### config.mk
export PLATFORM = sky130hd
export DESIGN_NAME = hazard_forward_ctrl_flat
export DESIGN_NICKNAME = d
export VERILOG_FILES = /design/src/rtl/hazard_forward_ctrl_if.sv /design/src/rtl/hazard_forward_ctrl.sv /design/src/flat_wrapper.sv
export SDC_FILE = /design/constraint.sdc
export NUM_CORES = 1
export LEC_CHECK = 0
export ABC_AREA = 1
export CORE_MARGIN = 4
export CORE_UTILIZATION = 45
export DETAILED_ROUTE_END_ITERATION = 12
export DONT_BUFFER_PORTS = 1
export SKIP_LAST_GASP = 1
export SLEW_MARGIN = 20
export SYNTH_ARGS = -nofsm -noshare
export SYNTH_HDL_FRONTEND = slang
export SYNTH_SLANG_ARGS = --single-unit
### constraint.sdc
create_clock -name clk -period 1.6 [get_ports clk]
set_clock_uncertainty 0.1 [all_clocks]
set_input_delay 0 -clock clk [delete_from_list [all_inputs] [get_ports clk]]
set_output_delay 0 -clock clk [all_outputs]
set_load 0.02 [all_outputs]
### src/rtl/hazard_forward_ctrl_if.sv
// -----------------------------------------------------------------------------
// hazard_forward_ctrl_if
//
// Bundles the ID-stage hazard inputs and the pipeline control outputs of
// hazard_forward_ctrl.
//   master : pipeline side. Drives the ID instruction fields, ex_done,
//            branch_taken and ext_stall. Receives pc_write, if_id_write,
//            if_id_flush, id_ex_bubble, ex_start and rs1/rs2_forward.
//   slave  : the hazard controller (the reverse directions).
// -----------------------------------------------------------------------------
interface hazard_forward_ctrl_if #(
   parameter int REG_ADDR_W = 5
);
   // ID-stage instruction
   logic                  id_valid;
   logic [REG_ADDR_W-1:0] id_rs1;
   logic [REG_ADDR_W-1:0] id_rs2;
   logic                  id_use_rs1;
   logic                  id_use_rs2;
   logic [REG_ADDR_W-1:0] id_rd;
   logic                  id_reg_write;
   logic                  id_mem_read;
   logic                  id_multicycle;

   // Pipeline events
   logic                  ex_done;
   logic                  branch_taken;
   logic                  ext_stall;

   // Controls back to the pipeline
   logic                  pc_write;
   logic                  if_id_write;
   logic                  if_id_flush;
   logic                  id_ex_bubble;
   logic                  ex_start;
   logic [1:0]            rs1_forward;
   logic [1:0]            rs2_forward;

   modport master (
      output id_valid, id_rs1, id_rs2, id_use_rs1, id_use_rs2, id_rd,
             id_reg_write, id_mem_read, id_multicycle,
             ex_done, branch_taken, ext_stall,
      input  pc_write, if_id_write, if_id_flush, id_ex_bubble, ex_start,
             rs1_forward, rs2_forward
   );

   modport slave (
      input  id_valid, id_rs1, id_rs2, id_use_rs1, id_use_rs2, id_rd,
             id_reg_write, id_mem_read, id_multicycle,
             ex_done, branch_taken, ext_stall,
      output pc_write, if_id_write, if_id_flush, id_ex_bubble, ex_start,
             rs1_forward, rs2_forward
   );
endinterface

### src/rtl/hazard_forward_ctrl.sv
// -----------------------------------------------------------------------------
// hazard_forward_ctrl
//
// Pipeline sequencing controller for the EX-stage operand muxes. Shadows the
// destination info of the instructions in EX and MEM, produces registered
// rs1/rs2 forward selects (00 regfile, 01 EX/MEM, 10 MEM/WB) and the
// stall / flush / bubble controls for load-use hazards, taken branches,
// external memory wait and multi-cycle EX operations.
//
// Ports:
//   clk            clock
//   rst            asynchronous, active-high reset
//   bus (slave)    ID instruction fields, ex_done, branch_taken, ext_stall in;
//                  pc_write, if_id_write, if_id_flush, id_ex_bubble,
//                  ex_start, rs1_forward, rs2_forward out
//   perf_load_use, perf_flush, perf_ex_wait
//                  saturating event counters (only with HAZARD_PERF_EN)
//
// Build option: define HAZARD_PERF_EN to add the performance counters and
// the PERF_W parameter.
// -----------------------------------------------------------------------------
module hazard_forward_ctrl #(
   parameter int REG_ADDR_W = 5
`ifdef HAZARD_PERF_EN
   ,
   parameter int PERF_W     = 32
`endif
) (
   input  logic                 clk,
   input  logic                 rst,
   hazard_forward_ctrl_if.slave bus
`ifdef HAZARD_PERF_EN
   ,
   output logic [PERF_W-1:0]    perf_load_use,
   output logic [PERF_W-1:0]    perf_flush,
   output logic [PERF_W-1:0]    perf_ex_wait
`endif
);

   typedef enum logic {
      ST_RUN     = 1'b0,
      ST_EX_WAIT = 1'b1
   } state_e;

   typedef struct packed {
      logic [REG_ADDR_W-1:0] rd;
      logic                  reg_write;
      logic                  mem_read;
      logic                  valid;
   } shadow_t;

   // Shadow slots: index 0 tracks the instruction in EX, index 1 the one in MEM.
   localparam int EX  = 0;
   localparam int MEM = 1;

   state_e     state_q, state_d;
   shadow_t    sh_q [2];
   shadow_t    sh_d [2];
   logic [1:0] rs1_fwd_q, rs1_fwd_d;
   logic [1:0] rs2_fwd_q, rs2_fwd_d;
   logic       ex_start_q, ex_start_d;

   function automatic logic reg_hit(input shadow_t                s,
                                    input logic [REG_ADDR_W-1:0] rs,
                                    input logic                  use_rs);
      // x0 is hardwired, so a producer targeting it never forwards.
      return s.valid && s.reg_write && (s.rd != '0) && (s.rd == rs) && use_rs;
   endfunction

   // The youngest producer (EX) wins over the older one (MEM).
   function automatic logic [1:0] fwd_sel(input logic hit_ex, input logic hit_mem);
      if (hit_ex)  return 2'b01;
      if (hit_mem) return 2'b10;
      return 2'b00;
   endfunction

   // ---------------------------------------------------------------- hazards
   logic hit_ex_rs1, hit_ex_rs2, hit_mem_rs1, hit_mem_rs2;
   logic load_use_hzd;

   assign hit_ex_rs1  = reg_hit(sh_q[EX],  bus.id_rs1, bus.id_use_rs1);
   assign hit_ex_rs2  = reg_hit(sh_q[EX],  bus.id_rs2, bus.id_use_rs2);
   assign hit_mem_rs1 = reg_hit(sh_q[MEM], bus.id_rs1, bus.id_use_rs1);
   assign hit_mem_rs2 = reg_hit(sh_q[MEM], bus.id_rs2, bus.id_use_rs2);

   // A load in EX has no data yet; its consumer waits one cycle and then
   // picks the value up from MEM/WB.
   assign load_use_hzd = bus.id_valid & sh_q[EX].mem_read & (hit_ex_rs1 | hit_ex_rs2);

   // ------------------------------------------------------ pipeline controls
   logic pc_write_c, if_id_write_c, flush_c, bubble_c, load_use_c;

   always_comb begin
      // NOTE: every signal gets its default before the priority chain so no
      // path leaves it unassigned, which would infer a latch.
      pc_write_c    = 1'b1;
      if_id_write_c = 1'b1;
      flush_c       = 1'b0;
      bubble_c      = 1'b0;
      load_use_c    = 1'b0;
      if (rst) begin
         // Defaults already match the reset state of the pipe.
      end else if (bus.ext_stall || state_q == ST_EX_WAIT) begin
         pc_write_c    = 1'b0;
         if_id_write_c = 1'b0;
      end else if (bus.branch_taken) begin
         // The flush already removes the ID instruction, so a load-use
         // stall on it would be pointless.
         flush_c  = 1'b1;
         bubble_c = 1'b1;
      end else if (load_use_hzd) begin
         load_use_c    = 1'b1;
         pc_write_c    = 1'b0;
         if_id_write_c = 1'b0;
         bubble_c      = 1'b1;
      end
   end

   logic advance, id_enters;

   // The pipe moves only while running and memory is ready.
   assign advance   = (state_q == ST_RUN) & ~bus.ext_stall;
   assign id_enters = advance & bus.id_valid & ~bubble_c;

   // ---------------------------------------------------------- next state
   always_comb begin
      state_d    = state_q;
      sh_d       = sh_q;
      rs1_fwd_d  = rs1_fwd_q;
      rs2_fwd_d  = rs2_fwd_q;
      ex_start_d = 1'b0;

      if (advance) begin
         sh_d[MEM] = sh_q[EX];
         sh_d[EX]  = '0;
         rs1_fwd_d = 2'b00;
         rs2_fwd_d = 2'b00;
         if (id_enters) begin
            sh_d[EX].rd        = bus.id_rd;
            sh_d[EX].reg_write = bus.id_reg_write;
            sh_d[EX].mem_read  = bus.id_mem_read;
            sh_d[EX].valid     = 1'b1;
            rs1_fwd_d          = fwd_sel(hit_ex_rs1, hit_mem_rs1);
            rs2_fwd_d          = fwd_sel(hit_ex_rs2, hit_mem_rs2);
            if (bus.id_multicycle) begin
               state_d    = ST_EX_WAIT;
               ex_start_d = 1'b1;
            end
         end
      end else if (state_q == ST_EX_WAIT && bus.ex_done) begin
         // The ex_done cycle itself still holds; the pipe resumes next cycle.
         // ext_stall does not gate this exit.
         state_d = ST_RUN;
      end
   end

   // NOTE: sequential state uses non-blocking assignments so every flop
   // samples the pre-edge values of the others.
   always_ff @(posedge clk or posedge rst) begin
      if (rst) begin
         state_q    <= ST_RUN;
         sh_q[EX]   <= '0;
         sh_q[MEM]  <= '0;
         rs1_fwd_q  <= 2'b00;
         rs2_fwd_q  <= 2'b00;
         ex_start_q <= 1'b0;
      end else begin
         state_q    <= state_d;
         sh_q       <= sh_d;
         rs1_fwd_q  <= rs1_fwd_d;
         rs2_fwd_q  <= rs2_fwd_d;
         ex_start_q <= ex_start_d;
      end
   end

   assign bus.pc_write     = pc_write_c;
   assign bus.if_id_write  = if_id_write_c;
   assign bus.if_id_flush  = flush_c;
   assign bus.id_ex_bubble = bubble_c;
   assign bus.ex_start     = ex_start_q;
   assign bus.rs1_forward  = rs1_fwd_q;
   assign bus.rs2_forward  = rs2_fwd_q;

`ifdef HAZARD_PERF_EN
   // ----------------------------------------------------- perf counters
   logic [PERF_W-1:0] load_use_cnt_q, load_use_cnt_d;
   logic [PERF_W-1:0] flush_cnt_q,    flush_cnt_d;
   logic [PERF_W-1:0] ex_wait_cnt_q,  ex_wait_cnt_d;

   // Counters stick at all-ones instead of wrapping.
   function automatic logic [PERF_W-1:0] sat_inc(input logic [PERF_W-1:0] v,
                                                 input logic              en);
      return (en && v != '1) ? v + PERF_W'(1) : v;
   endfunction

   always_comb begin
      load_use_cnt_d = sat_inc(load_use_cnt_q, load_use_c);
      flush_cnt_d    = sat_inc(flush_cnt_q,    flush_c);
      ex_wait_cnt_d  = sat_inc(ex_wait_cnt_q,  state_q == ST_EX_WAIT);
   end

   always_ff @(posedge clk or posedge rst) begin
      if (rst) begin
         load_use_cnt_q <= '0;
         flush_cnt_q    <= '0;
         ex_wait_cnt_q  <= '0;
      end else begin
         load_use_cnt_q <= load_use_cnt_d;
         flush_cnt_q    <= flush_cnt_d;
         ex_wait_cnt_q  <= ex_wait_cnt_d;
      end
   end

   assign perf_load_use = load_use_cnt_q;
   assign perf_flush    = flush_cnt_q;
   assign perf_ex_wait  = ex_wait_cnt_q;
`endif

endmodule

### src/flat_wrapper.sv
// flat-port wrapper written by rule: the top's interface ports become plain ports
module hazard_forward_ctrl_flat 
#(
   parameter int REG_ADDR_W = 5

)
  (clk, rst, bus_id_valid, bus_id_rs1, bus_id_rs2, bus_id_use_rs1, bus_id_use_rs2, bus_id_rd, bus_id_reg_write, bus_id_mem_read, bus_id_multicycle, bus_ex_done, bus_branch_taken, bus_ext_stall, bus_pc_write, bus_if_id_write, bus_if_id_flush, bus_id_ex_bubble, bus_ex_start, bus_rs1_forward, bus_rs2_forward);
  hazard_forward_ctrl_if #(.REG_ADDR_W(REG_ADDR_W)) bus_i ();
  input  logic clk;
  input  logic rst;
  input wire logic [$bits(bus_i.id_valid)-1:0] bus_id_valid;
  input wire logic [$bits(bus_i.id_rs1)-1:0] bus_id_rs1;
  input wire logic [$bits(bus_i.id_rs2)-1:0] bus_id_rs2;
  input wire logic [$bits(bus_i.id_use_rs1)-1:0] bus_id_use_rs1;
  input wire logic [$bits(bus_i.id_use_rs2)-1:0] bus_id_use_rs2;
  input wire logic [$bits(bus_i.id_rd)-1:0] bus_id_rd;
  input wire logic [$bits(bus_i.id_reg_write)-1:0] bus_id_reg_write;
  input wire logic [$bits(bus_i.id_mem_read)-1:0] bus_id_mem_read;
  input wire logic [$bits(bus_i.id_multicycle)-1:0] bus_id_multicycle;
  input wire logic [$bits(bus_i.ex_done)-1:0] bus_ex_done;
  input wire logic [$bits(bus_i.branch_taken)-1:0] bus_branch_taken;
  input wire logic [$bits(bus_i.ext_stall)-1:0] bus_ext_stall;
  output wire logic [$bits(bus_i.pc_write)-1:0] bus_pc_write;
  output wire logic [$bits(bus_i.if_id_write)-1:0] bus_if_id_write;
  output wire logic [$bits(bus_i.if_id_flush)-1:0] bus_if_id_flush;
  output wire logic [$bits(bus_i.id_ex_bubble)-1:0] bus_id_ex_bubble;
  output wire logic [$bits(bus_i.ex_start)-1:0] bus_ex_start;
  output wire logic [$bits(bus_i.rs1_forward)-1:0] bus_rs1_forward;
  output wire logic [$bits(bus_i.rs2_forward)-1:0] bus_rs2_forward;
  assign bus_i.id_valid = bus_id_valid;
  assign bus_i.id_rs1 = bus_id_rs1;
  assign bus_i.id_rs2 = bus_id_rs2;
  assign bus_i.id_use_rs1 = bus_id_use_rs1;
  assign bus_i.id_use_rs2 = bus_id_use_rs2;
  assign bus_i.id_rd = bus_id_rd;
  assign bus_i.id_reg_write = bus_id_reg_write;
  assign bus_i.id_mem_read = bus_id_mem_read;
  assign bus_i.id_multicycle = bus_id_multicycle;
  assign bus_i.ex_done = bus_ex_done;
  assign bus_i.branch_taken = bus_branch_taken;
  assign bus_i.ext_stall = bus_ext_stall;
  assign bus_pc_write = bus_i.pc_write;
  assign bus_if_id_write = bus_i.if_id_write;
  assign bus_if_id_flush = bus_i.if_id_flush;
  assign bus_id_ex_bubble = bus_i.id_ex_bubble;
  assign bus_ex_start = bus_i.ex_start;
  assign bus_rs1_forward = bus_i.rs1_forward;
  assign bus_rs2_forward = bus_i.rs2_forward;
  hazard_forward_ctrl #(.REG_ADDR_W(REG_ADDR_W)) u_core (.clk(clk), .rst(rst), .bus(bus_i));
endmodule
==> flow_summary_export.csv, run 1 <==
group,metric,value,unit
cts,cts_buffers,3,
floorplanning,core,2570,µm²
logic_synthesis,seq_area_frac_synth,42.0,%
timing,finalSetupViolations,17,
logic_synthesis,synth_seq_cells,21,
route,avgRoutedWirePerCell,12.9,µm
grt,antenna_found_initial,0,
cts,clk_latency,0.31,ns
critical_path,timing.rr.start,"u_core.sh_q[15]",
placed_design,place_area,1330,µm²
pwr,irDropWorstVdd,540,µV
timing,fmax,540,MHz
logic_synthesis,yosysWarnings,0,
critical_path,path_cells,"inv_2 -> nand2_1 -> nand2_1 -> nand2_1 -> nor2_1 -> nand3_1 -> nand2_1 -> nand2_2 -> o21ai_2 -> nand2_2 -> buf_12",
logic_synthesis,synth_common_cells,"nand2_1 (66), inv_1 (26), dfrtp_1 (21), nand3_1 (21), nor2_1 (11)",
grt,grt_pass1_vias,1175,
timing,hold_viol_final,0,
placed_design,dp_slack,-0.0720,ns
logic_synthesis,synthFlopType,"dfrtp_1",
floorplanning,start_util,48.8,%
logic_synthesis,yosys.area.top_type,"dfrtp_1",
floorplanning,rows,18,
logic_synthesis,synth_cell_types,18,
pwr,leakage,0.918,nW
timing,worst_slew_pin_slew,0.274,ns
route,vias_per_cell,4.91,
grt,grt_overflow,0,
timing,worst_hold_slack,0.0165,ns
outcome,status,"complete, but fails checks",
logic_synthesis,yosysMostFrequentCell,"nand2_1",
route,drc,0,
cts,cts_tree,"built",
timing,rsz0062_at_grt,"yes",
cts,root_buffer,"clkbuf_4",
critical_path,startpoint,"u_core.sh_q[15]",
critical_path,crit_path_frequent_cell,"nand2_1",
critical_path,worstPathArrival,1.75,ns
logic_synthesis,syn_area,1250,µm²
cts,cts.path.max_buffers,2,
logic_synthesis,avgSynthCellArea,6.84,µm²
grt,grt_usage,18.7,%
grt,grt_max_degree,22,
route,dr.pass1.iters,4,
cts,clock_sinks,21,
logic_synthesis,synth-edff-count,0,
cells_and_area,drive_gt1_share,14.5,%
cells_and_area,finalNonFillerCells,244,
logic_synthesis,postSynth.asyncResetShare,100,%
cells_and_area,diodes,0,
timing,final_max_slew_viol_count,0,
placed_design,gp_congestion,0.880,
cells_and_area,areaGrowthSynthToFinish,27.6,%
pwr,powerDensity,760,nW/µm²
timing,relSlewSlack,81.7,%
route,totalWireLength,3.14,mm
hold_path,hp-class,"input pin to flip-flop",
outcome,violations,"setup timing",
critical_path,slowest_delay,0.46,ns
placed_design,numPortBuffers,0,
logic_synthesis,synth_top_area_share,42.0,%
placed_design,place_hpwl,2.35,mm
logic_synthesis,synthTopCellsByArea,"dfrtp_1 (42%), nand2_1 (20%), nand3_1 (8.4%)",
floorplanning,die_h,60.8,µm
timing,min_period_over_period,116,%
timing,setup_ws,-0.251,ns
logic_synthesis,synth_nets,209,
cells_and_area,fin_area,1600,µm²
critical_path,critPathKind,"flip-flop to output port",
hold_path,min_from,"bus_id_rs1[0]",
route,dr.first_iter.drc_count,76,
critical_path,slowest_stage,"dfrtp_2",
grt,grt_first_pass_wirelength,5.17,mm
cts,htree_levels,1,
cts,clkTransAtPathRegs,0.13,ns
hold_path,hold_depth,7,
critical_path,worstPathMaxFanout,5,
route,final_antenna_net_count,0,
cells_and_area,final_nets,241,
floorplanning,die_area,3690,µm²
logic_synthesis,syn_inst,183,
run,max_cap_violations,0,
timing,fin_crit,1.85,ns
route,vias,1199,
critical_path,worstPathRequired,1.50,ns
placed_design,dp_cells,217,
floorplanning,io_pins,35,
floorplanning,die_x,60.8,µm
critical_path,cp-end-kind,"output port",
critical_path,start_kind,"flip-flop",
critical_path,worstRegToRegCells,13,
## report_power, final
part           leakage (nW)  internal, W  switching [W]
registers             0.278     0.000583      0.0000500
logic                 0.622     0.000146       0.000172
clock network        0.0177    0.0000933       0.000169
total                 0.918     0.000822       0.000392
## registers in the layout (all words and copies together) (netlist names)
name                    count
u_core.bus.rs1_forward      2
u_core.state_q              1
u_core.bus.rs2_forward      2
u_core.sh_q                15
u_core.bus.ex_start         1
## metal layers
metal / track usage, % / up-vias / share of wire [%]
met5: 0 / - / 0
met4: 5.57 / 0 / 0.86
met3: 3.19 / 4 / 5.4
met2: 31.8 / 23 / 48
met1: 24.3 / 547 / 45
li1: - / 625 / -
## final timing paths
check,slack [ns],end
hold reg to reg,0.40,u_core.sh_q[0]
setup reg to reg,-0.17,u_core.sh_q[11]
min in group asynchronous,0.12,u_core.sh_q[10]
hold / removal,0.02,u_core.bus.rs1_forward[1]
setup / recovery,-0.25,bus_if_id_write
max in group asynchronous,1.05,u_core.sh_q[15]
## worst max-delay path: cells and delay by family (launching register included)
kind,cells,cell delay (ns)
and+or+nand+nor,8,0.63
DFF,1,0.46
buffers and inverters,2,0.20
AOI/OAI and AO/OA,1,0.14
## cell usage in the layout, fill, tap and decap left out, drive strengths merged
cell type	n
nand4	2
nor3	4
dlygate4sd3	17
nand2	67
nor2	11
clkbuf	3
a21oi	3
xor2	6
dfrtp	21
a21boi	1
buf	15
o21ai	11
inv	30
clkinv	1
nand3	21
or2	1
## stage by stage
| step | util [%] | TNS, ns | total power, W |
|---|---|---|---|
| after detailed placement | 51.6 | -0.708 | 0.000909 |
| after floorplan | - | 0 | 0.000834 |
| after global routing | 62.2 | -5.20 | 0.00130 |
| final | 62.2 | -2.64 | 0.00121 |
| after CTS | 59.8 | -1.05 | 0.00121 |
| after global placement | 51.6 | -0.0160 | 0.000904 |
## cell families after synthesis
logic type	share of synthesized area, %
flops	42.0
xor+xnor	4.20
buf+inv	12.6
compound gates	6.19
simple gates	35.1
## repair_timing
| action | in CTS | in global routing |
|---|---|---|
| endpoints found under the hold margin | 40 | 0 |
| hold buffers | 17 | 0 |
| resized for setup | 3 | 7 |
| pin swaps | 1 | 9 |
| cloned | 0 | 0 |
| setup endpoints to repair | 17 | 17 |
| setup buffers | 1 | 5 |
## final cells by class
class | count | area [µm²]
clock buffer | 3 | 22.5
multi-input combinational | 127 | 583
clock inverter | 1 | 5.00
inverter | 30 | 115
timing repair buffer | 32 | 308
tap | 30 | 37.5
fill | 259 | 970
sequential | 21 | 527
No activity file was read; power rests on OpenSTA's default activity.
==> run 2: changes to the inputs <==
GPL_TIMING_DRIVEN = 0   (was unset)
SLEW_MARGIN = unset   (was 20)
==> flow_summary_export.csv, run 2 (synthesis results as in run 1) <==
group,metric,value,unit
outcome,status,"complete, but fails checks",
outcome,violations,"hold timing, setup timing",
route,dr.first_iter.drc_count,50,
timing,rsz0062_at_grt,"yes",
route,vias_per_cell,5.05,
timing,min_period_over_period,117,%
cts,cts_tree,"built",
timing,fmax,535,MHz
grt,antenna_found_initial,0,
pwr,leakage,0.915,nW
run,max_cap_violations,0,
grt,grt_pass1_vias,1178,
route,totalWireLength,3.25,mm
critical_path,worstPathRequired,1.50,ns
cts,cts_buffers,3,
cells_and_area,largest_reg_flops,15,
timing,worst_hold_slack,-0.00636,ns
critical_path,start_kind,"flip-flop",
critical_path,critPathKind,"flip-flop to output port",
floorplanning,io_pins,35,
placed_design,place_hpwl,2.20,mm
cts,htree_levels,1,
cts,cts.path.max_buffers,2,
critical_path,path_cells,"inv_2 -> nand2_1 -> nand2_1 -> nand2_1 -> nor2_2 -> nand3_2 -> nand2_2 -> nand2_2 -> o21ai_2 -> nand2_2 -> buf_6",
route,vias,1233,
cells_and_area,top_register,"u_core.sh_q",
floorplanning,die_h,60.8,µm
timing,relSlewSlack,34.2,%
placed_design,place_area,1290,µm²
floorplanning,start_util,48.8,%
critical_path,slowest_stage,"dfrtp_2",
grt,grt_first_pass_wirelength,4.97,mm
critical_path,worstPathArrival,1.77,ns
cts,root_buffer,"clkbuf_4",
cts,clk_latency,0.31,ns
cells_and_area,final_util,67.8,%
critical_path,ff2ff_setup_slack,-0.15,ns
floorplanning,die_x,60.8,µm
cells_and_area,final_common_cell,"nand2_1",
pwr,irDropWorstVdd,668,µV
placed_design,numPortBuffers,0,
placed_design,gp_congestion,0.881,
timing,setup_ws,-0.268,ns
timing,worst_slew_pin_slew,0.984,ns
route,avgRoutedWirePerCell,13.3,µm
timing,fin_crit,1.87,ns
grt,grt_max_degree,22,
critical_path,worstPathMaxFanout,4,
critical_path,timing.rr.start,"u_core.sh_q[15]",
cts,clkTransAtPathRegs,0.13,ns
cells_and_area,diodes,0,
route,drc,0,
critical_path,cp-end-kind,"output port",
route,dr.pass1.iters,4,
grt,grt_usage,18.2,%
floorplanning,rows,18,
floorplanning,die_area,3690,µm²
cells_and_area,fin_area,1740,µm²
critical_path,slowest_delay,0.47,ns
timing,finalSetupViolations,16,
cells_and_area,final_cell_mix,"nand2_1 (60), inv_1 (22), dlygate4sd3_1 (20)",
cts,clock_sinks,21,
cells_and_area,final_nets,241,
pwr,powerDensity,726,nW/µm²
floorplanning,core,2570,µm²
cells_and_area,drive_gt1_share,26.6,%
timing,hold_viol_final,1,
hold_path,hp-class,"input pin to flip-flop",
timing,final_max_slew_viol_count,0,
route,final_antenna_net_count,0,
hold_path,min_from,"bus_id_rs2[4]",
grt,grt_overflow,0,
cells_and_area,areaGrowthSynthToFinish,39.1,%
critical_path,startpoint,"u_core.sh_q[15]",
==> run 2: layout make-up <==
cell class / count / area [µm²]
Clock inverter: 1 / 5.00
Timing Repair Buffer: 27 / 268
Buffer: 5 / 50.0
Fill cell: 244 / 826
Sequential cell: 21 / 529
Clock buffer: 3 / 22.5
Inverter: 30 / 120
Tap cell: 30 / 37.5
Multi-Input combinational cell: 127 / 709
==> run 2: worst max-delay path: cells and delay by family (launching register included) <==
kind	cells	cell delay, ns
buffers and inverters	2	0.22
flip-flops	1	0.47
AO/OA/AOI/OAI	1	0.12
AND/OR/NAND/NOR	8	0.64
==> run 2: per-layer routing <==
| metal | vias to the layer above | wire, µm | track usage, % | share of wire (%) |
|---|---|---|---|---|
| met1 | 568 | 1420 | 22.6 | 44 |
| met3 | 2 | 201 | 4.04 | 6.2 |
| met5 | - | 0 | 0 | 0 |
| met4 | 0 | 22 | 5.57 | 0.68 |
| met2 | 38 | 1610 | 31.5 | 49 |
| li1 | 625 | - | - | - |
==> run 2: what timing repair did <==
item,4_1_cts,5_1_grt
hold endpoints to repair,38,8
pin swaps,2,10
endpoints found under the setup margin,14,19
resized for setup,24,29
setup buffers,4,4
hold buffers,18,2
==> run 2: worst paths after layout <==
| path | end | cells past startpoint |
|---|---|---|
| max in group asynchronous | u_core.sh_q[11] | 2 |
| hold reg to reg | u_core.sh_q[2] | 2 |
| setup reg to reg | u_core.sh_q[11] | 14 |
| setup / recovery | bus_pc_write | 11 |
| min in group asynchronous | u_core.bus.rs2_forward[1] | 2 |
| hold / removal | u_core.bus.rs2_forward[1] | 7 |
==> run 2: report_power, final <==
group | switching [W] | internal, W
logic | 0.000196 | 0.000160
registers | 0.0000574 | 0.000585
clock network | 0.000173 | 0.0000933
total | 0.000427 | 0.000838
==> run 2: metrics by stage <==
step | instances | total power, W | hold WS [ns] | setup slack (ns) | setup TNS (ns)
6_report | 244 | 0.00127 | -0.00636 | -0.268 | -1.86
5_1_grt | 244 | 0.00134 | 0.0251 | -0.429 | -4.10
4_1_cts | 239 | 0.00122 | -0.0811 | -0.287 | -2.09
3_5_place_dp | 213 | 0.000891 | -0.00289 | -0.141 | -0.994
3_3_place_gp | 213 | 0.000887 | -0.00418 | -0.116 | -0.763
2_1_floorplan | 183 | 0.000834 | -0.115 | 0.0962 | 0
==> run 3: changes to the inputs <==
CAP_MARGIN = 20   (was unset)
PLACE_DENSITY_LB_ADDON = 0.15   (was unset)
==> flow_summary_export.csv, run 3 (synthesis results as in run 1) <==
group,metric,value,unit
timing,relSlewSlack,36.5,%
pwr,irDropWorstVdd,658,µV
timing,setup_ws,-0.330,ns
cts,root_buffer,"clkbuf_4",
critical_path,startpoint,"u_core.sh_q[15]",
placed_design,place_area,1290,µm²
grt,grt_first_pass_wirelength,5.56,mm
cts,cts_tree,"built",
cells_and_area,drive_gt1_share,24.7,%
critical_path,start_kind,"flip-flop",
critical_path,slowest_delay,0.46,ns
floorplanning,die_area,3690,µm²
timing,hold_viol_final,5,
placed_design,place_hpwl,2.35,mm
grt,antenna_found_initial,0,
timing,worst_slew_pin_slew,0.950,ns
grt,grtUsageMet1,25.7,%
grt,busiest_layer,"met2",
placed_design,gp_congestion,0.842,
floorplanning,start_util,48.8,%
cts,cts.path.max_buffers,2,
floorplanning,die_x,60.8,µm
cts,hold_buffers,17,
cells_and_area,multi_input_area,652,µm²
critical_path,path_cells,"inv_2 -> nand2_2 -> nand2_2 -> nand2_2 -> nor2_2 -> nand3_2 -> nand2_2 -> nand2_2 -> buf_6 -> nand2_2 -> nand2_2 -> buf_6 -> inv_6",
grt,grt_usage,21.1,%
critical_path,critPathKind,"flip-flop to output port",
cells_and_area,num-fill-cells,239,
critical_path,timing.rr.start,"u_core.sh_q[15]",
critical_path,crit_family,"simple AND/OR/NAND/NOR gates",
cts,clock_sinks,21,
route,totalWireLength,3.57,mm
cts,cts_buffers,3,
grt,grt_pass1_vias,1215,
critical_path,path_buf_inv,4,
placed_design,numPortBuffers,0,
route,vias,1250,
critical_path,slowest_stage,"dfrtp_2",
critical_path,worstPathArrival,1.83,ns
cts,clkTransAtPathRegs,0.13,ns
cells_and_area,fin_area,1690,µm²
route,avgRoutedWirePerCell,14.6,µm
route,dr.first_iter.drc_count,68,
route,vias_per_cell,5.10,
cts,clk_latency,0.32,ns
timing,finalSetupViolations,18,
route,dr.pass1.iters,4,
cells_and_area,largest_reg_flops,15,
outcome,status,"complete, but fails checks",
floorplanning,core,2570,µm²
grt,gr-usage-met2,36.8,%
critical_path,worstPathRequired,1.50,ns
timing,setup_tns,-4.29,ns
cells_and_area,ff_latch_area,528,µm²
run,max_cap_violations,0,
pwr,powerDensity,739,nW/µm²
floorplanning,rows,18,
timing,worst_hold_slack,-0.0978,ns
cts,htree_levels,1,
cells_and_area,final_cell_mix,"nand2_1 (57), inv_1 (23), dfrtp_1 (19)",
cells_and_area,top_register,"u_core.sh_q",
cells_and_area,final_util,65.8,%
grt,grt_max_degree,22,
critical_path,crit_path_frequent_cell,"nand2_2",
pwr,leakage,0.907,nW
hold_path,hp-class,"input pin to flip-flop",
floorplanning,io_pins,35,
route,drc,0,
timing,final_max_slew_viol_count,0,
cells_and_area,areaGrowthSynthToFinish,34.9,%
timing,rsz0062_at_grt,"yes",
critical_path,cp-end-kind,"output port",
floorplanning,die_h,60.8,µm
hold_path,min_from,"bus_ext_stall",
cells_and_area,diodes,0,
timing,min_period_over_period,121,%
grt,grt_overflow,0,
timing,fin_crit,1.93,ns
critical_path,worstPathMaxFanout,5,
route,final_antenna_net_count,0,
cells_and_area,final_nets,242,
cells_and_area,final_common_cell,"nand2_1",
outcome,violations,"hold timing, setup timing",
timing,fmax,518,MHz
grt,use_met3,3.83,%
run 3: path summary, 6_finish.rpt:
kind | endpoint | slack (ns) | cells past startpoint
setup / recovery | bus_id_ex_bubble | -0.33 | 13
hold / removal | u_core.sh_q[0] | -0.1 | 3
setup reg to reg | u_core.bus.rs2_forward[0] | -0.30 | 15
hold reg to reg | u_core.sh_q[9] | 0.41 | 2
max in group asynchronous | u_core.sh_q[15] | 0.52 | 2
min in group asynchronous | u_core.sh_q[9] | 0.24 | 2
run 3: stage by stage:
| stage | power [W] | worst slack (ns) | instances |
|---|---|---|---|
| floorplan | 0.000834 | 0.0962 | 183 |
| global placement | 0.000888 | -0.146 | 213 |
| detailed placement | 0.000894 | -0.231 | 213 |
| CTS | 0.00122 | -0.369 | 243 |
| global route | 0.00133 | -0.467 | 245 |
| finish | 0.00125 | -0.330 | 245 |
run 3: cell type report:
class	count	area share, %
clock inverter	1	0.444
tap	30	2.22
clock buffer	3	1.33
timing repair buffer	28	16.3
sequential	21	31.3
buffer	5	2.89
inverter	30	6.96
multi-input combinational	127	38.6
run 3: worst register-to-register path, cell delays in order, from the launching register on:
cell     delay [ns]
dfrtp_2        0.46
inv_2          0.07
nand2_2        0.04
nand2_2        0.07
nand2_2        0.06
nor2_2         0.13
nand3_2        0.10
nand2_2        0.08
nand2_2        0.07
buf_6          0.11
nand2_2        0.05
nand2_2        0.06
buf_6          0.13
buf_6          0.13
nand3_1        0.06
nand2_1        0.06
run 3: routing by layer:
layer	vias up	part of all wire, %
met5	-	0
met4	0	1.7
met3	5	7.5
met2	45	50
met1	569	40
li1	631	-
run 3: timing repair:
action,in CTS,in global routing
buffers inserted,35,5
pin swaps,3,10
endpoints found under the hold margin,38,4
setup endpoints to repair,18,18
gates resized for setup,20,20
run 3: report_power, final:
group | leakage, nW | switching (W) | internal, W
Combinational | 0.617 | 0.000184 | 0.000141
Clock | 0.0139 | 0.000188 | 0.0000958
Sequential | 0.276 | 0.0000548 | 0.000584
